## config.mk

```make
export PLATFORM = sky130hd
export DESIGN_NAME = hazard_stall_unit
export DESIGN_NICKNAME = d
export VERILOG_FILES = /design/src/rtl/pipe_pkg.sv /design/src/rtl/hazard_stall_unit_mul_scoreboard.sv /design/src/rtl/hazard_stall_unit.sv
export SDC_FILE = /design/constraint.sdc
export NUM_CORES = 1
export LEC_CHECK = 0
export CORE_ASPECT_RATIO = 0.75
export CORE_MARGIN = 2
export CORE_UTILIZATION = 47
export CTS_BUF_LIST = sky130_fd_sc_hd__clkbuf_4 sky130_fd_sc_hd__clkbuf_8
export DETAILED_ROUTE_END_ITERATION = 8
export GPL_TIMING_DRIVEN = 0
export PLACE_DENSITY = 0.84
export SLEW_MARGIN = 10
export SYNTH_ARGS = -nofsm -noshare
export SYNTH_HDL_FRONTEND = slang
export SYNTH_SLANG_ARGS = --single-unit
```

## constraint.sdc

```tcl
create_clock -name clk_i -period 3.2 [get_ports clk_i]
set_clock_uncertainty 0.05 [all_clocks]
set_input_delay 0.64 -clock clk_i [delete_from_list [all_inputs] [get_ports clk_i]]
set_output_delay 0.64 -clock clk_i [all_outputs]
set_load 0.01 [all_outputs]
```

## src/rtl/pipe_pkg.sv

```systemverilog
// Shared pipeline definitions: register-address width, the hard-wired zero
// register and the multiplier latency used across hazard/forwarding logic.
package pipe_pkg;

    localparam int REG_W           = 5;
    localparam int MUL_LATENCY_DEF = 4;

    typedef logic [REG_W-1:0] reg_addr_t;

    localparam reg_addr_t REG_ZERO = '0;

    // $zero is never a real dependency, so it can never match.
    function automatic logic addr_hit(input reg_addr_t a, input reg_addr_t b);
        return (a != REG_ZERO) && (a == b);
    endfunction

endpackage

```

## src/rtl/hazard_stall_unit_mul_scoreboard.sv

```systemverilog
// One-entry scoreboard for the non-blocking multiplier: tracks the in-flight
// destination and times the writeback strobe.
module mul_scoreboard
    import pipe_pkg::*;
#(
    parameter int MUL_LATENCY = MUL_LATENCY_DEF,
    parameter int CNT_W       = 3
) (
    input  logic              clk_i,
    input  logic              rst_n,
    input  logic              i_mul_start,
    input  logic [REG_W-1:0]  i_dest,
    output logic              o_pending,
    output logic [REG_W-1:0]  o_pend_dest,
    output logic              o_mul_wb,
    output logic [REG_W-1:0]  o_mul_wb_addr
);

    logic             r_busy;
    logic [REG_W-1:0] r_dest;
    logic [CNT_W-1:0] r_cnt;

    always_ff @(posedge clk_i or negedge rst_n) begin
        if (!rst_n) begin
            r_busy <= 1'b0;
            r_dest <= REG_ZERO;
            r_cnt  <= '0;
        end else if (i_mul_start) begin
            r_busy <= 1'b1;
            r_dest <= i_dest;
            r_cnt  <= CNT_W'(MUL_LATENCY - 1);
        end else if (r_busy && (r_cnt != '0)) begin
            r_cnt  <= r_cnt - CNT_W'(1);
        end else if (r_busy) begin
            r_busy <= 1'b0;
        end
    end

    // The structural stall in ID must keep a second multiply out of EX.
    a_no_issue_while_busy: assert property (
        @(posedge clk_i) disable iff (!rst_n) !(i_mul_start && r_busy));

    assign o_pending     = r_busy | i_mul_start;
    assign o_pend_dest   = r_busy ? r_dest : i_dest;
    assign o_mul_wb      = r_busy & (r_cnt == '0);
    assign o_mul_wb_addr = r_dest;

endmodule

```

## src/rtl/hazard_stall_unit.sv

```systemverilog
// ID-stage stall/flush controller: load-use and multiplier hazards, branch
// flush priority, and a saturating stall-cycle counter.
module hazard_stall_unit
    import pipe_pkg::*;
#(
    parameter int MUL_LATENCY = MUL_LATENCY_DEF,
    parameter int CNT_W       = 3,
    parameter int PERF_W      = 16
) (
    input  logic              clk_i,
    input  logic              rst_n,
    input  logic [REG_W-1:0]  IF_ID_Rs_addr,
    input  logic [REG_W-1:0]  IF_ID_Rt_addr,
    input  logic [REG_W-1:0]  IF_ID_Rd_addr,
    input  logic              IF_ID_RegWrite,
    input  logic              IF_ID_MulOp,
    input  logic [REG_W-1:0]  ID_EX_Rt_addr,
    input  logic [REG_W-1:0]  ID_EX_Rd_addr,
    input  logic              ID_EX_MemRead,
    input  logic              ID_EX_MulStart,
    input  logic              Branch_taken,
    output logic              PC_Write,
    output logic              IF_ID_Write,
    output logic              ID_EX_Bubble,
    output logic              IF_ID_Flush,
    output logic              ID_EX_Flush,
    output logic              Mul_WB,
    output logic [REG_W-1:0]  Mul_WB_addr,
    output logic [PERF_W-1:0] Stall_cycles
);

    logic             w_pending;
    logic [REG_W-1:0] w_pend_dest;
    logic             w_load_use;
    logic             w_mul_raw;
    logic             w_mul_waw;
    logic             w_mul_struct;
    logic             w_stall;
    logic [PERF_W-1:0] r_stall_cycles;

    mul_scoreboard #(
        .MUL_LATENCY (MUL_LATENCY),
        .CNT_W       (CNT_W)
    ) u_mul_scoreboard (
        .clk_i         (clk_i),
        .rst_n         (rst_n),
        .i_mul_start   (ID_EX_MulStart),
        .i_dest        (ID_EX_Rd_addr),
        .o_pending     (w_pending),
        .o_pend_dest   (w_pend_dest),
        .o_mul_wb      (Mul_WB),
        .o_mul_wb_addr (Mul_WB_addr)
    );

    assign w_load_use   = ID_EX_MemRead &
                          (addr_hit(ID_EX_Rt_addr, IF_ID_Rs_addr) |
                           addr_hit(ID_EX_Rt_addr, IF_ID_Rt_addr));
    // RAW holds through the writeback cycle: the register file is not write-first.
    assign w_mul_raw    = w_pending &
                          (addr_hit(w_pend_dest, IF_ID_Rs_addr) |
                           addr_hit(w_pend_dest, IF_ID_Rt_addr));
    assign w_mul_waw    = w_pending & IF_ID_RegWrite & addr_hit(w_pend_dest, IF_ID_Rd_addr);
    assign w_mul_struct = w_pending & IF_ID_MulOp;

    assign w_stall = (w_load_use | w_mul_raw | w_mul_waw | w_mul_struct) & ~Branch_taken;

    assign PC_Write     = ~w_stall;
    assign IF_ID_Write  = ~w_stall;
    assign ID_EX_Bubble = w_stall;
    assign IF_ID_Flush  = Branch_taken;
    assign ID_EX_Flush  = Branch_taken;

    always_ff @(posedge clk_i or negedge rst_n) begin
        if (!rst_n) begin
            r_stall_cycles <= '0;
        end else if (w_stall && (r_stall_cycles != '1)) begin
            r_stall_cycles <= r_stall_cycles + PERF_W'(1);
        end
    end

    assign Stall_cycles = r_stall_cycles;

endmodule

```

==> results of run 1 <==
## Yosys cell counts, types with 2 or more instances
| cell type | n |
|---|---|
| a22o_2 | 2 |
| o21ai_0 | 6 |
| a22oi_1 | 2 |
| buf_6 | 2 |
| nor2_1 | 11 |
| buf_4 | 3 |
| a21oi_1 | 2 |
| nand4_1 | 2 |
| nand3_1 | 8 |
| xor2_1 | 24 |
| mux2i_1 | 3 |
| nor4_1 | 3 |
| nand2b_1 | 2 |
| nor3_1 | 8 |
| inv_1 | 9 |
| dfrtp_1 | 25 |
| nor3_2 | 7 |
| and3_1 | 2 |
| xnor2_1 | 16 |
| mux2_2 | 8 |
| nand2_1 | 10 |
| ha_1 | 3 |
## power by group through the flow
stage / combinational, mW / sequential [mW] / clock, mW
6_report: 0.619 / 0.464 / 0.191
5_1_grt: 0.669 / 0.473 / 0.206
4_1_cts: 0.578 / 0.461 / 0.198
3_5_place_dp: 0.537 / 0.463 / 0
3_3_place_gp: 0.526 / 0.461 / 0
2_1_floorplan: 0.284 / 0.476 / 0
## worst paths after layout
kind                                                startpoint                           end  cells after the start
max in group asynchronous                                rst_n  Stall_cycles[10]$_DFFE_PN0P_                      1
hold reg to reg                    Stall_cycles[8]$_DFFE_PN0P_   Stall_cycles[8]$_DFFE_PN0P_                      1
min in group clk_i                 Stall_cycles[8]$_DFFE_PN0P_   Stall_cycles[8]$_DFFE_PN0P_                      1
hold / removal                                           rst_n   Stall_cycles[1]$_DFFE_PN0P_                      1
setup / recovery                              IF_ID_Rt_addr[0]                      PC_Write                     10
setup reg to reg           u_mul_scoreboard.r_busy$_DFFE_PN0P_   Stall_cycles[4]$_DFFE_PN0P_                     12
## cells in the final DEF (no fill, tap or decap), types with 4 or more instances in the layout
cell type | synthesis | layout
buf_4 | 3 | 11
buf_6 | 2 | 6
xor2_1 | 24 | 22
nand3_1 | 8 | 7
dfrtp_1 | 25 | 25
nor3_2 | 7 | 8
dlygate4sd2_1 | 0 | 4
xnor2_1 | 16 | 16
inv_1 | 9 | 9
clkdlybuf4s50_1 | 0 | 34
clkbuf_2 | 0 | 4
nor2_1 | 11 | 10
mux2_2 | 8 | 6
nor3_1 | 8 | 7
nand2_1 | 10 | 10
dlymetal6s2s_1 | 0 | 10
## final cells by class
type / instances / area (sq um)
Multi-Input combinational cell: 133 / 1170
Clock inverter: 1 / 7.51
Timing Repair Buffer: 68 / 652
Inverter: 9 / 33.8
Sequential cell: 25 / 626
Buffer: 8 / 77.6
Tap cell: 52 / 65.1
Clock buffer: 3 / 41.3
Fill cell: 259 / 961
## kinds of logic (layout without fill, tap and decap cells)
family	Yosys count	after routing	synth area share
XOR/XNOR	40	40	0.199
multiplexers	13	13	0.0895
adder cells (fa/ha/maj)	3	3	0.0213
AO/OA/AOI/OAI	17	17	0.0824
flip-flops	25	25	0.355
AND/OR/NAND/NOR	60	60	0.195
buffers and inverters	17	89	0.0582
## state kept, by name, indices dropped and copies added, names as in the netlist
signal and flops:
Stall_cycles 16, u_mul_scoreboard.o_mul_wb_addr 5, u_mul_scoreboard.r_cnt 3, u_mul_scoreboard.r_busy 1
## metal layers
metal	wire, microns	track usage	vias to the layer above
li1	-	-	743
met1	1960	0.296	756
met2	2060	0.349	46
met3	272	0.0424	4
met4	18	0.0281	0
met5	0	0	-
## timing repair
item	4_1_cts	5_1_grt
endpoints found under the setup margin	3	3
pin swaps	6	9
gates resized for setup	38	39
buffers inserted	7	3
==> summary.md, run 1 <==
| Metric | Value |
|---|---|
| WP buf/inv | 5 |
| Max-cap viol count | 0 |
| CP max FO | 3 |
| DRC | 0 |
| Most common cell on crit path | buf_6 |
| Gate power share | 0.486 |
| Layout cell share with drive strength beyond 1 | 0.275 |
| Setup TNS | 0 ns |
| Root Driver | clkbuf_8 |
| Initial DRC Count | 69 |
| Endpoints failing hold | 0 |
| Die Footprint | 0.00426 sq mm |
| Gr ovfl total | 0 |
| Slowest-stage cell, CP | clkdlybuf4s50_1 |
| Core Area | 0.00364 sq mm |
| Final Power | 1.27 mW |
| Die height | 57.0 microns |
| DPL Wire Length | 2.97 mm |
| Max Slew Vio Count | 0 |
| Share of total power in the clock network | 0.150 |
| Synth top area cells | dfrtp_1 (36%), xor2_1 (12%), xnor2_1 (8.0%) |
| Antenna violations before repair | 0 |
| Initial Util | 0.484 |
| Top Ports | 59 |
| Final Cycle Share | 0.989 |
| Vias | 1549 |
| First-pass GRT wire length | 6.93 mm |
| Top_reg_cell synth | dfrtp_1 |
| P_leak | 1.21 nW |
| Largest net degree at the start of global routing | 26 |
| Clk sink count | 25 |
| Int Power | 0.817 mW |
| Post-Synthesis Cells | 175 |
| Hold_buf cts | 0 |
| Diode count | 0 |
| Worst hold path class | in2async |
| Drt total wl | 4.32 mm |
| Number of global-route vias before repair | 1490 |
| Yosys warns | 0 |
| Cell Area, Synth | 0.00176 sq mm |
| Tot GR Track Use | 0.211 |
| Startpoint Class | primary input |
| CP max stage delay | 0.51 ns |
| GPL Wtd Cong | 0.811 |
| Placed Instances | 285 |
| H-tree levels | 1 |
| Area after DPL | 0.00241 sq mm |
| Fin area | 0.00268 sq mm |
| Setup Viol. Count Final | 0 |
| Status | finished, final reports clean |
| Crit path time final | 3.16 ns |
| Reg2reg setup slack | 0.62 ns |
| Distinct cells, synth | 39 |
| CTS tree | built |
| Req. time, crit path | 2.51 ns |
| Port Buf Inserts | 58 |
| ANT nets after route | 0 |
| Synth top area share | 0.355 |
| Final WS setup | 0.0353 ns |
| Maximum VDD drop | 0.401 mV |
| CP arrival | 2.47 ns |
| Pre-CTS setup slack | -0.991 ns |
| Highest Clock Rate | 0.316 GHz |
| CTS clk-pin slew, worst paths | 0.09 ns |
| Syn Nets | 210 |
| Area grow syn2layout | 51.9% |
| Hold WS | 0.297 ns |
| Syn avg cell area | 10.1 sq um |
| CTS max path bufs | 2 |
| Slew HR | 0.588 |
| Drt wl/cell | 14.4 microns |
| Final core occ | 0.736 |
| Cell taking the most area after synthesis | dfrtp_1 |
| Final nets | 283 |
| Row count | 19 |
| Slew @ Worst Pin | 0.612 ns |
| Seq cells post-synth | 25 |
| Die Width | 74.7 microns |
| Sequential area share after synthesis | 0.355 |
| FFs w/ async S/R, synth | 1.00 |
| Non-filler instance count after layout | 299 |
| Crit path kind | in2out |
| 1st-pass router iterations | 5 |
| Switching Fraction | 0.359 |
| RSZ-0062 raised after global routing | yes |
| Worst path cell trace | clkdlybuf4s50_1 -> xor2_1 -> nor3_1 -> a22oi_1 -> o21ai_2 -> o41ai_4 -> buf_6 -> buf_6 -> buf_6 -> buf_6 |
| Cell family with most CP delay | buffers and inverters |
| Clock Latency Late Sink | 0.27 ns |
| Crit. End Element | primary output |
| Pwr/cell area | 476 mW/mm^2 |
| Num CTS Buffers | 3 |
| Routed vias/inst | 5.18 |
| Switching power | 0.458 mW |
| Post-synth EDFFs | 0 |
| Sequential share of power | 0.364 |
Power figures use the tool's default switching activity.
==> run 2: changes to the inputs <==
--- a/config.mk
+++ b/config.mk
@@ -10,4 +10,5 @@
 export CORE_UTILIZATION = 47
 export CTS_BUF_LIST = sky130_fd_sc_hd__clkbuf_4 sky130_fd_sc_hd__clkbuf_8
+export CTS_CLUSTER_DIAMETER = 120
 export DETAILED_ROUTE_END_ITERATION = 8
 export GPL_TIMING_DRIVEN = 0
--- a/constraint.sdc
+++ b/constraint.sdc
@@ -3,3 +3,3 @@
 set_input_delay 0.64 -clock clk_i [delete_from_list [all_inputs] [get_ports clk_i]]
 set_output_delay 0.64 -clock clk_i [all_outputs]
-set_load 0.01 [all_outputs]
+set_load 0.02 [all_outputs]
==> run 2 against run 1 <==
  * Wire length is 2.0% lower
  * Sequential power hardly changed
  * Non-clock buffer count is 3 lower
  * Die area stayed put
  * Final cell count is 1.0% lower
  * Setup slack better by 0.030 ns
  * Core utilization is 2.4 points lower
  * Critical endpoint unchanged
  * Sequential share of layout area is 0.78 points higher
  * Cell area is 3.2% lower
  * Via count is 0.90% lower
  * Fmax is 0.97% higher
==> summary.md, run 2 (synthesis results as in run 1) <==
| Metric | Value |
|---|---|
| Slowest-stage cell, CP | clkdlybuf4s50_1 |
| Initial DRC Count | 57 (-17%) |
| CP arrival | 2.44 ns (-0.03 ns) |
| Top Ports | 59 (unchanged) |
| Pwr/cell area | 496 mW/mm^2 (+4.3%) |
| DRC | 0 (unchanged) |
| Area after DPL | 0.00241 sq mm (unchanged) |
| Gr ovfl total | 0 (unchanged) |
| GRT met2 Usage | 0.336 (-0.0126) |
| Non-filler instance count after layout | 296 (-1.0%) |
| Endpoints failing hold | 0 (unchanged) |
| Crit. End Element | primary output |
| CP max FO | 5 (+2) |
| Reg2reg end | Stall_cycles[4]$_DFFE_PN0P_ |
| Routed vias/inst | 5.19 (+0.10%) |
| Worst path cell trace | clkdlybuf4s50_1 -> and2b_2 -> a22o_4 -> nand3_4 -> a2111oi_4 -> o41ai_4 -> buf_6 -> buf_4 -> buf_4 |
| First-pass GRT wire length | 6.76 mm (-2.6%) |
| Worst hold path class | in2async |
| Final Power | 1.29 mW (+0.89%) |
| Tot GR Track Use | 0.204 (-0.00664) |
| Maximum VDD drop | 0.390 mV (-2.8%) |
| H-tree levels | 1 (unchanged) |
| Slew HR | 0.583 (-0.00486) |
| Highest Clock Rate | 0.319 GHz (+0.97%) |
| Die Width | 74.7 microns (unchanged) |
| Diode count | 0 (unchanged) |
| 1st-pass router iterations | 4 (-1) |
| Number of global-route vias before repair | 1457 (-2.2%) |
| Drt wl/cell | 14.3 microns (-1.0%) |
| ANT nets after route | 0 (unchanged) |
| Status | finished, final reports clean |
| Port Buf Inserts | 58 (unchanged) |
| CTS tree | built |
| Setup Viol. Count Final | 0 (unchanged) |
| Crit path time final | 3.13 ns (-0.0303 ns) |
| Drt total wl | 4.23 mm (-2.0%) |
| P_leak | 1.20 nW (-0.48%) |
| CTS max path bufs | 2 (unchanged) |
| Max Slew Vio Count | 0 (unchanged) |
| Antenna violations before repair | 0 (unchanged) |
| Num CTS Buffers | 3 (unchanged) |
| DPL Wire Length | 2.97 mm (unchanged) |
| Final Cycle Share | 0.979 (-0.00947) |
| Clk sink count | 25 (unchanged) |
| GRT busiest layer | met2 |
| Layout cell share with drive strength beyond 1 | 0.250 (-0.0253) |
| Startpoint Class | primary input |
| Pre-CTS setup slack | -1.06 ns (-0.0679 ns) |
| Req. time, crit path | 2.51 ns (about the same) |
| RR Startpoint | u_mul_scoreboard.r_busy$_DFFE_PN0P_ |
| Worst Reg-to-Reg Cells | 11 (-1) |
| Commonest non-fill, non-tap cell in the layout | clkdlybuf4s50_1 |
| Area grow syn2layout | 47.0% |
| Setup TNS | 0 ns (unchanged) |
| Crit path kind | in2out |
| Largest net degree at the start of global routing | 26 (unchanged) |
| Vias | 1535 (-0.90%) |
| Initial Util | 0.484 (unchanged) |
| Final WS setup | 0.0656 ns (+0.0303 ns) |
| Global routing usage on met3 | 0.0424 (unchanged) |
| Most common cell on crit path | buf_4 |
| Max-cap viol count | 0 (unchanged) |
| Row count | 19 (unchanged) |
| Max FFs per register | 16 (unchanged) |
| Reg2reg setup slack | 0.59 ns (-0.03 ns) |
| FILL cells | 275 (+6.2%) |
| Commonest cells after routing, fill and taps aside | clkdlybuf4s50_1 (33), dfrtp_1 (25), xor2_1 (24), xnor2_1 (16), dlymetal6s2s_1 (12) |
| Clock Latency Late Sink | 0.27 ns (about the same) |
| Final nets | 280 (-1.1%) |
| Fin area | 0.00259 sq mm (-3.2%) |
| Die Footprint | 0.00426 sq mm (unchanged) |
| Core Area | 0.00364 sq mm (unchanged) |
| CP max stage delay | 0.48 ns (-0.03 ns) |
| GPL Wtd Cong | 0.811 (unchanged) |
| Root Driver | clkbuf_8 |
| Met1 usage | 0.287 (-0.00907) |
| Placed Instances | 285 (unchanged) |
| Slew @ Worst Pin | 0.619 ns (+0.00722 ns) |
| CTS clk-pin slew, worst paths | 0.09 ns (about the same) |
| Die height | 57.0 microns (unchanged) |
==> run 2: how the worst max path moves through the flow <==
stage,end,from,slack [ns]
2_1_floorplan,PC_Write,ID_EX_Rt_addr[1],0.17
3_3_place_gp,PC_Write,ID_EX_Rt_addr[1],-1.08
3_5_place_dp,PC_Write,ID_EX_Rt_addr[1],-1.06
4_1_cts,PC_Write,ID_EX_MulStart,0.0009
5_1_grt,PC_Write,ID_EX_Rd_addr[0],-0.02
6_report,PC_Write,ID_EX_MulStart,0.07
==> run 2: through the flow <==
step / hold WS [ns] / util
final: 0.295 / 0.712
after global routing: 0.339 / 0.712
after CTS: 0.450 / 0.687
after detailed placement: 0.426 / 0.662
after global placement: 0.420 / 0.662
after floorplan: 0.294 / -
==> run 2: layout make-up <==
class	instances	area [sq um]	share of cell area
repair buffers	65	622	0.240
multi-input cells	133	1120	0.434
well taps	52	65.1	0.0251
inverters	9	33.8	0.0130
clock buffers	3	41.3	0.0159
clock inverters	1	7.51	0.00290
plain buffers	8	70.1	0.0271
flip-flops and latches	25	626	0.242
==> run 2: routing by layer <==
metal	up-vias	routed length, microns
met5	-	0
met1	747	1930
li1	735	-
met4	0	18
met2	49	2050
met3	4	235
==> run 2: worst max-delay path: cells and delay by family <==
family / cells / cell delay [ns]
simple gates: 2 / 0.27
buf+inv: 4 / 0.88
compound gates: 3 / 0.66
==> run 2: power by group <==
part | switching, mW | internal [mW]
registers | 0.0793 | 0.385
clock network | 0.103 | 0.0882
logic | 0.310 | 0.321
total | 0.492 | 0.794
==> run 2: repair_timing <==
| action | 4_1_cts | 5_1_grt |
|---|---|---|
| hold buffers | 0 | 0 |
| setup endpoints to repair | 3 | 3 |
| setup buffers | 5 | 2 |
| pin swaps | 4 | 7 |
| gates resized for setup | 32 | 35 |
| endpoints found under the hold margin | 0 | 0 |
==> run 3: changes to the inputs <==
- CORE_MARGIN: 2 -> 8
==> run 3 against run 2 <==
  * Core utilization shrank 0.069 points
  * Count of clock-buffer cells in the layout grew 1
  * Die area grew 40%
  * First-iteration DRC count grew 12%
  * Setup slack lost 0.032 ns
  * Global-route usage shrank 4.9 points
  * Non-clock buffer count shrank 1
  * Register-to-register slack lost 0.03 ns
  * Sequential power shrank 1%
  * Clock power is essentially flat
  * Via count shrank 1.4%
  * Critical path type unchanged
  * Largest power group unchanged
==> summary.md, run 3 (synthesis results as in run 1) <==
| Metric | Value |
|---|---|
| Status | finished, final reports clean |
| Pre-CTS setup slack | -1.06 ns (+0.000240 ns) |
| Share of total power in the clock network | 0.149 (about the same) |
| Initial DRC Count | 64 (+12%) |
| Area grow syn2layout | 46.9% (about the same) |
| FILL cells | 261 (-5.1%) |
| Drt total wl | 4.60 mm (+8.7%) |
| Die Footprint | 0.00598 sq mm (+40%) |
| Multi-input logic area | 0.00110 sq mm (-2.2%) |
| Maximum VDD drop | 0.544 mV (+40%) |
| Root Driver | clkbuf_8 |
| Worst Reg-to-Reg Cells | 10 (-1) |
| Crit path kind | in2out |
| Endpoints failing hold | 0 (unchanged) |
| Row count | 19 (unchanged) |
| Number of global-route vias before repair | 1473 (+1.1%) |
| Switching Fraction | 0.374 (-0.00842) |
| Max FFs per register | 16 (unchanged) |
| Int Power | 0.803 mW (+1.1%) |
| Antenna violations before repair | 0 (unchanged) |
| Final WS setup | 0.0333 ns (-0.0323 ns) |
| Crit. End Element | primary output |
| Num CTS Buffers | 3 (unchanged) |
| Switching power | 0.480 mW (-2.5%) |
| Die Width | 86.7 microns (+16%) |
| Reg2reg setup slack | 0.56 ns (-0.03 ns) |
| Final nets | 279 (-0.36%) |
| Setup Viol. Count Final | 0 (unchanged) |
| CTS clk-pin slew, worst paths | 0.08 ns (about the same) |
| First-pass GRT wire length | 7.56 mm (+12%) |
| Gate power share | 0.494 (+0.004) |
| Diode count | 0 (unchanged) |
| Largest net degree at the start of global routing | 26 (unchanged) |
| DRC | 0 (unchanged) |
| Routed vias/inst | 5.13 (-1.0%) |
| RR Startpoint | u_mul_scoreboard.r_busy$_DFFE_PN0P_ |
| Commonest non-fill, non-tap cell in the layout | clkdlybuf4s50_1 |
| Top Ports | 59 (unchanged) |
| Pwr/cell area | 496 mW/mm^2 (-0.16%) |
| ANT nets after route | 0 (unchanged) |
| CTS max path bufs | 2 (unchanged) |
| Commonest cells after routing, fill and taps aside | clkdlybuf4s50_1 (33), dfrtp_1 (25), xor2_1 (24), xnor2_1 (16), dlymetal6s2s_1 (15) |
| Slew HR | 0.600 (+0.0169) |
| Final Cycle Share | 0.990 (+0.0101) |
| Req. time, crit path | 2.51 ns (about the same) |
| Crit path time final | 3.17 ns (+0.0323 ns) |
| 1st-pass router iterations | 4 (unchanged) |
| Clock Latency Late Sink | 0.26 ns (about the same) |
| RSZ-0062 raised after global routing | yes |
| Slew @ Worst Pin | 0.594 ns (-0.0251 ns) |
| Max Slew Vio Count | 0 (unchanged) |
| Tot GR Track Use | 0.155 (-0.0490) |
| Sequential share of power | 0.357 (-0.004) |
| Max-cap viol count | 0 (unchanged) |
| Core Area | 0.00364 sq mm (unchanged) |
| Startpoint Class | primary input |
| Port Buf Inserts | 58 (unchanged) |
| Clk sink count | 25 (unchanged) |
| Worst hold path class | in2async |
| Drt wl/cell | 15.6 microns (+9.0%) |
| H-tree levels | 1 (unchanged) |
| CP arrival | 2.48 ns (+0.04 ns) |
| Layout cell share with drive strength beyond 1 | 0.235 (-0.0154) |
| Final Power | 1.28 mW (-0.26%) |
| CP max FO | 4 (-1) |
| Vias | 1514 (-1.4%) |
| DPL Wire Length | 3.56 mm (+20%) |
| Reg2reg end | Stall_cycles[12]$_DFFE_PN0P_ |
| GPL Wtd Cong | 0.798 (-1.6%) |
| CTS tree | built |
| Register area | 626 sq um (unchanged) |
| Gr ovfl total | 0 (unchanged) |
| Die height | 69.0 microns (+21%) |
| P_leak | 1.23 nW (+2.3%) |
| Initial Util | 0.484 (unchanged) |
| Highest Clock Rate | 0.316 GHz (-1.0%) |
-- run 3: cell types whose count changed in the layout (fill, tap and decap cells not counted), sizes merged --
cell / change
dlymetal6s2s: +3
buf: -1
clkbuf: -1
clkinvlp: -1
dlygate4sd2: -1
-- run 3: repair_timing --
item	CTS	global route
setup buffers	3	3
pin swaps	3	7
hold buffers	0	0
setup endpoints to repair	3	3
gates resized for setup	26	32
-- run 3: layout make-up --
| type | count | share of cell area |
|---|---|---|
| inverters | 9 | 0.0131 |
| well taps | 52 | 0.0251 |
| multi-input cells | 133 | 0.425 |
| plain buffers | 8 | 0.0271 |
| clock buffers | 4 | 0.0189 |
| flip-flops and latches | 25 | 0.242 |
| repair buffers | 64 | 0.249 |
-- run 3: per-layer routing --
| metal | up-vias | wire (microns) | track usage |
|---|---|---|---|
| met1 | 737 | 2110 | 0.211 |
| met4 | 0 | 23 | 0.0171 |
| met5 | - | 0 | 0 |
| met2 | 38 | 2210 | 0.247 |
| li1 | 735 | - | - |
| met3 | 4 | 248 | 0.0391 |
-- run 3: power by group through the flow --
stage	Combinational (mW)	Sequential (mW)	Clock [mW]
6_report	0.634	0.458	0.190
5_1_grt	0.685	0.470	0.210
4_1_cts	0.605	0.458	0.195
3_3_place_gp	0.581	0.461	0
2_1_floorplan	0.291	0.518	0
3_5_place_dp	0.593	0.461	0
-- run 3: how the worst max path moves through the flow --
stage | startpoint | end | cells past startpoint
2_1_floorplan | ID_EX_Rt_addr[1] | PC_Write | 6
3_3_place_gp | ID_EX_Rt_addr[1] | PC_Write | 8
3_5_place_dp | ID_EX_Rt_addr[2] | PC_Write | 8
4_1_cts | ID_EX_Rd_addr[1] | PC_Write | 9
5_1_grt | IF_ID_Rs_addr[2] | PC_Write | 9
6_report | IF_ID_Rs_addr[2] | PC_Write | 9
-- run 3: worst max-delay path: stages --
cell,delay [ns]
clkdlybuf4s50_1,0.51
xor2_1,0.16
nor2_1,0.06
a22oi_1,0.20
o21ai_2,0.10
o41ai_4,0.42
buf_6,0.17
buf_4,0.09
buf_4,0.12
-- run 3: metrics by stage --
stage / area, sq um / TNS (ns) / instances / hold slack [ns] / utilization
3_5_place_dp: 2410 / -3.35 / 285 / 0.422 / 0.662
6_report: 2590 / 0 / 295 / 0.295 / 0.711
3_3_place_gp: 2410 / -3.32 / 285 / 0.420 / 0.662
4_1_cts: 2480 / -0.0339 / 292 / 0.436 / 0.681
2_1_floorplan: 1760 / 0 / 175 / 0.294 / -
5_1_grt: 2590 / -0.0466 / 295 / 0.345 / 0.711
